### src/rtl/fetch_queue.sv
// Instruction fetch queue: issues in-order fetches with credit accounting and buffers returned words for Decode.
// Optional FETCH_QUEUE_BYPASS_EN presents a response to Decode in its arrival cycle when the queue is empty.
module fetch_queue #(
  parameter int unsigned DEPTH    = 4,
  parameter logic [31:0] RESET_PC = 32'h0000_0000
) (
  input  logic                     clk,
  input  logic                     reset,
  output logic                     imem_req_valid,
  output logic [31:0]              imem_req_addr,
  input  logic                     imem_req_ready,
  input  logic                     imem_rsp_valid,
  input  logic [31:0]              imem_rsp_data,
  input  logic                     redirect,
  input  logic [31:0]              redirect_pc,
  input  logic                     StallD,
  output logic [31:0]              instrD,
  output logic [31:0]              PCD,
  output logic [31:0]              PCPlus4D,
  output logic                     validD,
  output logic [$clog2(DEPTH):0]   count
);

  localparam int unsigned PW = $clog2(DEPTH);
  localparam int unsigned CW = PW + 1;
  localparam logic [31:0] START_PC = RESET_PC & 32'hFFFF_FFFC;

  logic [31:0]   fetchPc;
  logic [1:0]    outstanding;
  logic [1:0]    discard;
  logic [CW-1:0] cnt;
  logic [PW-1:0] head;
  logic [PW-1:0] tail;
  logic [31:0]   instrMem [DEPTH];
  logic [31:0]   pcMem    [DEPTH];

  logic          handshake;
  logic          rspAccept;
  logic          bypassHit;
  logic          enq;
  logic          deq;
  logic [CW:0]   occupied;
  logic [31:0]   rspPc;
  logic [31:0]   redirectTarget;

  assign occupied       = (CW+1)'(cnt) + (CW+1)'(outstanding);
  assign imem_req_valid = reset && (occupied < (CW+1)'(DEPTH)) && (outstanding < 2'd2) && !redirect;
  assign imem_req_addr  = fetchPc;
  assign handshake      = imem_req_valid && imem_req_ready;
  assign redirectTarget = redirect_pc & 32'hFFFF_FFFC;

  // Oldest live request: skip the stale ones still owed, counting back from fetchPc.
  assign rspPc = fetchPc - {28'd0, outstanding - discard, 2'b00};

`ifdef FETCH_QUEUE_BYPASS_EN
  assign bypassHit = reset && (cnt == '0) && (discard == '0) && imem_rsp_valid && !redirect;
`else
  assign bypassHit = 1'b0;
`endif

  assign rspAccept = imem_rsp_valid && (discard == '0) && !redirect;
  assign enq       = rspAccept && !(bypassHit && !StallD);
  assign deq       = (cnt != '0) && !StallD && !redirect;
  assign count     = cnt;

  always_comb begin
    validD   = 1'b0;
    instrD   = '0;
    PCD      = '0;
    PCPlus4D = '0;
    if (bypassHit) begin
      validD   = 1'b1;
      instrD   = imem_rsp_data;
      PCD      = rspPc;
      PCPlus4D = rspPc + 32'd4;
    end else if (cnt != '0) begin
      validD   = 1'b1;
      instrD   = instrMem[head];
      PCD      = pcMem[head];
      PCPlus4D = pcMem[head] + 32'd4;
    end
  end

  always_ff @(posedge clk or negedge reset) begin
    if (!reset) begin
      fetchPc     <= START_PC;
      outstanding <= '0;
      discard     <= '0;
      cnt         <= '0;
      head        <= '0;
      tail        <= '0;
    end else begin
      case ({handshake, imem_rsp_valid})
        2'b10:   outstanding <= outstanding + 2'd1;
        2'b01:   outstanding <= outstanding - 2'd1;
        default: outstanding <= outstanding;
      endcase

      if (redirect) begin
        fetchPc <= redirectTarget;
        cnt     <= '0;
        head    <= '0;
        tail    <= '0;
        discard <= outstanding - {1'b0, imem_rsp_valid};
      end else begin
        if (handshake)
          fetchPc <= fetchPc + 32'd4;
        if (imem_rsp_valid && (discard != '0))
          discard <= discard - 2'd1;
        if (enq)
          tail <= tail + PW'(1);
        if (deq)
          head <= head + PW'(1);
        case ({enq, deq})
          2'b10:   cnt <= cnt + CW'(1);
          2'b01:   cnt <= cnt - CW'(1);
          default: cnt <= cnt;
        endcase
      end
    end
  end

  always_ff @(posedge clk) begin
    if (enq) begin
      instrMem[tail] <= imem_rsp_data;
      pcMem[tail]    <= rspPc;
    end
  end

endmodule
### config.mk
export PLATFORM = sky130hd
export DESIGN_NAME = fetch_queue
export DESIGN_NICKNAME = d
export VERILOG_FILES = /design/src/rtl/fetch_queue.sv
export SDC_FILE = /design/constraint.sdc
export NUM_CORES = 1
export LEC_CHECK = 0
export CORE_MARGIN = 2
export CORE_UTILIZATION = 45
export CTS_BUF_LIST = sky130_fd_sc_hd__clkbuf_2 sky130_fd_sc_hd__clkbuf_4 sky130_fd_sc_hd__clkbuf_8
export CTS_CLUSTER_SIZE = 10
export DETAILED_ROUTE_END_ITERATION = 8
export GPL_TIMING_DRIVEN = 0
export PLACE_DENSITY = 0.68
export SLEW_MARGIN = 30
export SYNTH_ARGS = -nofsm -noshare
export SYNTH_HDL_FRONTEND = slang
export SYNTH_SLANG_ARGS = --single-unit
### constraint.sdc
create_clock -name clk -period 6.9 [get_ports clk]
set_input_delay 1.38 -clock clk [delete_from_list [all_inputs] [get_ports clk]]
set_output_delay 1.38 -clock clk [all_outputs]
set_load 0.005 [all_outputs]
==> results of run 1 <==
Yosys cell counts, types with 3 or more instances:
library cell / number
a21oi_1: 7
a221o_1: 9
a31oi_1: 8
and2_1: 65
and3_1: 7
and4_1: 3
buf_1: 5
buf_2: 14
buf_4: 10
clkbuf_1: 31
dfrtp_1: 41
edfxtp_1: 248
ha_1: 13
inv_1: 17
mux4_1: 13
mux4_2: 49
nand2_1: 51
nand2b_1: 7
nand3_1: 25
nand4_1: 14
nor2_1: 72
nor3_1: 12
nor3b_1: 8
nor4_1: 8
nor4_4: 3
o21ai_0: 28
o21ai_1: 5
o311ai_0: 5
o311ai_1: 5
or3_1: 6
xnor2_1: 28
xor2_1: 41
worst paths after layout:
| kind | depth (start not counted) | from | slack [ns] | to |
|---|---|---|---|---|
| setup / recovery | 10 | head[1] | 1.80 | PCPlus4D[14] |
| hold / removal | 1 | outstanding[0] | 0.54 | outstanding[0] |
| setup reg to reg | 12 | outstanding[0] | 3.50 | pcMem[2][18] |
| hold reg to reg | 1 | outstanding[0] | 0.54 | outstanding[0] |
| max in group asynchronous | 1 | reset | 5.69 | imem_req_addr[14] |
| min in group asynchronous | 1 | reset | 0.81 | imem_req_addr[25] |
registers in the layout, indices dropped and copies added (netlist names):
name,count
discard,2
imem_req_addr,30
tail,2
count,3
pcMem,120
instrMem,128
outstanding,2
head,2
cell families after synthesis:
logic type               count (synthesis)  share of synthesized area [%]
AND/OR/NAND/NOR                        301                           12.7
flip-flops                             289                           63.5
buffers and inverters                   83                           3.01
AO/OA/AOI/OAI                           74                           3.61
XOR/XNOR                                69                           4.53
multiplexers                            65                           11.1
adder cells (fa/ha/maj)                 15                           1.52
other                                    1                         0.0281
worst max-delay path, cell delays in order, from the launching register on:
cell and delay, ns:
dfrtp_1 0.31, buf_2 0.22, buf_2 0.33, mux4_2 0.33
ha_1 0.25, nand4_1 0.20, nor2_2 0.47, nand3_1 0.16
xor2_1 0.17, nor2_1 0.19, clkdlybuf4s50_1 0.54
power groups by stage:
stage	Sequential, mW	Clock [mW]	Combinational, mW
global placement	2.19	0	2.18
detailed placement	2.18	0	2.22
CTS	2.14	1.47	2.23
global route	2.16	1.55	2.40
floorplan	2.17	0	1.14
finish	2.14	1.43	2.20
stage by stage:
step / cell area (µm²) / setup TNS [ns] / util [%]
CTS: 17000 / 0 / 57.9
detailed placement: 16100 / 0 / 54.7
finish: 17000 / 0 / 57.9
global route: 17000 / 0 / 57.9
floorplan: 13400 / -2.53 / -
global placement: 15800 / -1008.50 / 53.6
layer usage:
layer | vias to the layer above | GRT usage (%) | routed length (µm) | part of all wire [%]
met5 | - | 0 | 0 | 0
met4 | 0 | 5.17 | 524 | 1.7
met3 | 52 | 4.01 | 2250 | 7.3
met2 | 332 | 32.1 | 14200 | 46
met1 | 4170 | 28.4 | 13800 | 45
li1 | 3989 | - | - | -
cell type report:
type	instances	area, µm²	share of cell area (%)
multi-input combinational	530	4500	26.5
buffer	64	330	1.94
clock inverter	16	68.8	0.404
sequential	289	8470	49.8
clock buffer	72	853	5.02
tap	390	488	2.87
timing repair buffer	232	2230	13.1
inverter	19	71.3	0.419
==> results.tsv, run 1 <==
stage	metric	value	unit
synthesis	number of synthesis warnings	0	
synthesis	Synth area leaders	edfxtp_1 56%, mux4_2 8.3%, dfrtp_1 7.7%	
clock_network	Worst-path clk slew	0.06	ns
floorplan	core area	29400	µm²
timing	min Tclk post-route	5.10	ns
timing	Min Hold Slack	0.540	ns
timing	Final Hold Vio Count	0	
synthesis	post-synthesis cell count	897	
job	max-capacitance violation count	0	
timing	fmax	0.196	GHz
clock_network	worst skew pair latency	0.56	ns
pwr	internal power	4.01	mW
worst_setup_path	Worst Path Arrival	3.72	ns
clock_network	cts bufs inserted	48	
floorplan	num ports	203	
clock_network	CTS tree	yes	
place	hpwl dp	22.5	mm
place	dpl ws	2.34	ns
pwr	Clk pwr share	24.8	%
worst_setup_path	critical path peak fanout	10	
timing	Worst-Margin Slew	0.819	ns
floorplan	Die Wd	176	µm
worst_setup_path	required time worst endpoint	5.52	ns
timing	worst setup margin	1.80	ns
routing	First-pass DRT Iterations	5	
routing	post-DR wirelength/cell	19.1	µm
clock_network	H-tree depth	2	
global_route	pin count of the biggest net entering global routing	44	
clock_network	clk sink count	289	
pwr	Comb power frac	38.0	%
pwr	total power	5.77	mW
finish	Final nets	1269	
clock_network	Max clock buf depth	3	
worst_setup_path	class of the most critical setup path	reg2out	
run_status	status	complete, no violations	
clock_network	Post-CTS Hold Fix Bufs	0	
floorplan	Die H	176	µm
floorplan	die area	31000	µm²
pwr	Static Leak	5.90	nW
synthesis	Synth cell types	63	
worst_setup_path	critical path launch point type	register	
timing	Max Clock Skew	0.0282	ns
routing	Routed Antenna Nets	0	
clock_network	clk root buf	clkbuf_8	
finish	area growth from synthesis to final layout	27.6	%
timing	Rel. slew slack	44.9	%
synthesis	post-synthesis register bit count	289	
synthesis	ys flop type	edfxtp_1	
routing	total number of vias	8543	
global_route	global-route wire length before repair	48.2	mm
routing	DRC violations left	0	
pwr	Sw Share	30.5	%
global_route	total global-route track usage	20.1	%
place	DP Cell Count	1524	
finish	Non-Filler Instances	1612	
finish	# fillers	2325	
synthesis	ys async rst share	14.2	%
global_route	gr ovfl total	0	
place	IO Port Bufs	193	
synthesis	Synth top area share	55.9	%
synthesis	sequential cell area fraction in the yosys report	63.5	%
clock_network	postcts setup bufs	0	
routing	Avg Vias per Cell	5.30	
synthesis	Avg Cell Area, Syn	14.9	µm²
global_route	initial antenna violation count	0	
min_path	HP Class	reg2reg	
pwr	sequential share of power	37.1	%
routing	Total Wirelength	30.8	mm
floorplan	Initial Utilization	45.4	%
finish	most frequent cells in the layout	248 x edfxtp_1, 192 x clkdlybuf4s50_1, 72 x nor2_1, 65 x and2_1	
global_route	vias in the first global route	8630	
pwr	switching power	1.76	mW
pwr	Max VDD drop	0.000140	V
synthesis	Mapped Area	13300	µm²
timing	crit share post-route	73.9	%
routing	initial DRC count	642	
synthesis	leading area contributor after synthesis	edfxtp_1	
timing	final setup fails	0	
timing	max-slew violation count	0	
finish	Antenna diodes	0	
finish	commonest non-fill, non-tap cell in the layout	edfxtp_1	
worst_setup_path	endpoint type of the worst setup path	primary output	
clock_network	CTS resizes	0	
pwr	PwrDens	339	nW/µm²
synthesis	Post-synth EDFFs	248	
place	GPL Wtd Cong	0.843	
finish	layout cell share with drive strength beyond 1	17.6	%
floorplan	Rows	63	
timing	RSZ-0062 raised after global routing	false	
Note: power is estimated with default switching activity, not from simulation.
==> run 2: changes to the inputs <==
--- a/config.mk
+++ b/config.mk
@@ -11,7 +11,7 @@
 export CTS_CLUSTER_SIZE = 10
 export DETAILED_ROUTE_END_ITERATION = 8
 export GPL_TIMING_DRIVEN = 0
-export PLACE_DENSITY = 0.68
+export PLACE_DENSITY = 0.71
 export SLEW_MARGIN = 30
 export SYNTH_ARGS = -nofsm -noshare
 export SYNTH_HDL_FRONTEND = slang
==> constraint.sdc (replaced) <==
create_clock -name clk -period 4.4 [get_ports clk]
set_input_delay 0.88 -clock clk [delete_from_list [all_inputs] [get_ports clk]]
set_output_delay 0.88 -clock clk [all_outputs]
set_load 0.005 [all_outputs]
==> run 2 against run 1 <==
Cell count about the same. Sequential power grew 57%. Largest power group unchanged. Global-route usage increased by 0.21 points. Combinational power increased by 58%. Register-to-register slack worse by 2.5 ns. Wire length increased by 1.1%. Die area unchanged. Worst setup slack lost 1.6 ns.
==> results.tsv, run 2 (synthesis results as in run 1) <==
stage	metric	value	unit	change
floorplan	num ports	203		unchanged
worst_setup_path	FF-to-FF End	pcMem[0][30]		was pcMem[2][18]
min_path	HP Class	in2async		was reg2reg
finish	layout cell share with drive strength beyond 1	17.8	%	was 17.6%
global_route	total global-route track usage	20.3	%	was 20.1%
place	IO Port Bufs	193		unchanged
worst_setup_path	required time worst endpoint	3.52	ns	was 5.52 ns
worst_setup_path	critical path peak fanout	10		unchanged
timing	Worst-Margin Slew	0.881	ns	was 0.819 ns
run_status	status	complete, no violations		unchanged
floorplan	core area	29400	µm²	unchanged
place	hpwl dp	22.7	mm	was 22.5 mm
floorplan	Die H	176	µm	unchanged
timing	max-slew violation count	0		unchanged
worst_setup_path	Worst Path Arrival	3.37	ns	was 3.72 ns
job	max-capacitance violation count	0		unchanged
finish	number of flip-flops in the largest register	128		unchanged
worst_setup_path	endpoint type of the worst setup path	primary output		unchanged
worst_setup_path	R2R Path Start	outstanding[0]		unchanged
floorplan	Rows	63		unchanged
finish	fin util	58.2	%	was 57.9%
place	Placed Area	16100	µm²	about the same
routing	DRC violations left	0		unchanged
floorplan	Die Wd	176	µm	unchanged
routing	total number of vias	8553		was 8543
floorplan	Initial Utilization	45.4	%	unchanged
place	GPL Wtd Cong	0.823		was 0.843
finish	commonest non-fill, non-tap cell in the layout	edfxtp_1		unchanged
clock_network	clk root buf	clkbuf_8		unchanged
finish	area growth from synthesis to final layout	28.4	%	was 27.6%
clock_network	CTS tree	yes		unchanged
finish	Non-Filler Instances	1613		was 1612
timing	Max Clock Skew	0.0303	ns	was 0.0282 ns
worst_setup_path	critical path launch point type	register		unchanged
finish	Reg with most FFs	instrMem		unchanged
routing	First-pass DRT Iterations	8		was 5
clock_network	cts bufs inserted	46		was 48
worst_setup_path	critical path's slowest cell	mux4_1		was clkdlybuf4s50_1
worst_setup_path	crit-path max cell delay	0.46	ns	was 0.54 ns
clock_network	H-tree depth	2		unchanged
global_route	initial antenna violation count	0		unchanged
worst_setup_path	worst reg-to-reg path cell count	12		unchanged
global_route	pin count of the biggest net entering global routing	44		unchanged
timing	final setup fails	0		unchanged
routing	Total Wirelength	31.2	mm	was 30.8 mm
floorplan	die area	31000	µm²	unchanged
clock_network	Post-CTS Hold Fix Bufs	0		unchanged
global_route	vias in the first global route	8793		was 8630
routing	Routed Antenna Nets	0		unchanged
clock_network	Max clock buf depth	3		unchanged
worst_setup_path	end point of the critical path	PCPlus4D[27]		was PCPlus4D[14]
routing	initial DRC count	649		was 642
timing	Final Hold Vio Count	0		unchanged
worst_setup_path	Critical path origin	head[0]		was head[1]
finish	# fillers	2298		was 2325
global_route	global-route wire length before repair	48.7	mm	was 48.2 mm
place	DP Cell Count	1522		was 1524
clock_network	Worst-path clk slew	0.07	ns	was 0.06 ns
clock_network	worst skew pair latency	0.56	ns	about the same
routing	post-DR wirelength/cell	19.3	µm	was 19.1 µm
worst_setup_path	R2R Setup Slk	0.98	ns	was 3.50 ns
pwr	Max VDD drop	0.000254	V	was 0.000140 V
finish	design area	17100	µm²	was 17000 µm²
timing	Sum Neg Setup Slack	0	ns	unchanged
timing	crit share post-route	96.5	%	
global_route	gr ovfl total	0		unchanged
routing	Avg Vias per Cell	5.30		about the same
worst_setup_path	class of the most critical setup path	reg2out		unchanged
finish	Final nets	1272		was 1269
timing	min Tclk post-route	4.25	ns	
timing	fmax	0.236	GHz	
timing	Rel. slew slack	40.8	%	was 44.9%
pwr	Static Leak	5.93	nW	was 5.90 nW
pwr	PwrDens	536	nW/µm²	was 339 nW/µm²
pwr	total power	9.18	mW	was 5.77 mW
worst_setup_path	CP cell instances	buf_6, buf_12, mux4_1, nand4_4, nor4b_4, buf_4, nand2_2, nor2_1, mux2_1, clkdlybuf4s50_1		was buf_2, buf_2, mux4_2, ha_1, nand4_1, nor2_2, nand3_1, xor2_1, nor2_1, clkdlybuf4s50_1
finish	Antenna diodes	0		unchanged
clock_network	clk sink count	289		unchanged
finish	most frequent cells in the layout	248 x edfxtp_1, 192 x clkdlybuf4s50_1, 72 x nor2_1, 65 x and2_1		unchanged
run 2: changes by cell type in the layout (fill, tap and decap cells not counted), moves of 2 or more:
cell | previous run | this run
clkinv_1 | 12 | 14
bufinv_16 | 0 | 3
clkbuf_4 | 22 | 10
clkinv_2 | 3 | 6
buf_6 | 2 | 5
mux4_1 | 13 | 11
buf_12 | 1 | 4
mux4_2 | 49 | 51
run 2: report_power, final:
group / switching (mW) / internal [mW] / total, mW
clock network: 1.03 / 1.31 / 2.34
logic: 1.65 / 1.82 / 3.47
registers: 0.110 / 3.25 / 3.36
run 2: layer usage:
layer | track usage, % | vias up | share of wire (%)
li1 | - | 3982 | -
met1 | 27.8 | 4218 | 44
met2 | 33.7 | 304 | 47
met3 | 3.49 | 49 | 6.6
met4 | 5.58 | 0 | 2.4
met5 | 0 | - | 0
run 2: worst min path at each step:
stage                              start           endpoint  slack (ns)  cells past startpoint
final                              reset  imem_req_addr[12]        0.33                      1
after CTS                          reset  imem_req_addr[12]        0.32                      1
after detailed placement  outstanding[0]     outstanding[0]        0.54                      1
after global placement    outstanding[0]     outstanding[0]        0.53                      1
after global routing               reset  imem_req_addr[28]        0.36                      1
after floorplan           outstanding[0]     outstanding[0]        0.50                      1
run 2: what timing repair did:
action	4_1_cts	5_1_grt
buffers inserted	3	4
gates resized for setup	3	4
setup endpoints to repair	27	21
endpoints found under the hold margin	0	0
pin swaps	3	2
run 2: stage by stage:
stage / hold slack [ns] / setup slack [ns]
floorplan: 0.504 / -2.01
global placement: 0.530 / -5.94
detailed placement: 0.542 / 0.353
CTS: 0.319 / 0.000467
global route: 0.357 / -0.0202
finish: 0.326 / 0.155
run 2: layout make-up:
type | count | area (µm²) | share of cell area, %
clock buffers | 60 | 763 | 4.46
clock inverters | 24 | 180 | 1.05
repair buffers | 237 | 2310 | 13.5
flip-flops and latches | 289 | 8470 | 49.5
well taps | 390 | 488 | 2.85
plain buffers | 64 | 334 | 1.95
multi-input cells | 530 | 4500 | 26.3
inverters | 19 | 71.3 | 0.416
run 2: worst max-delay path: cells and delay by family, from the launching register on:
kind                   cells  cell delay [ns]
DFF                        1             0.37
buffers and inverters      4             0.96
and+or+nand+nor            4             0.70
muxes                      2             0.80
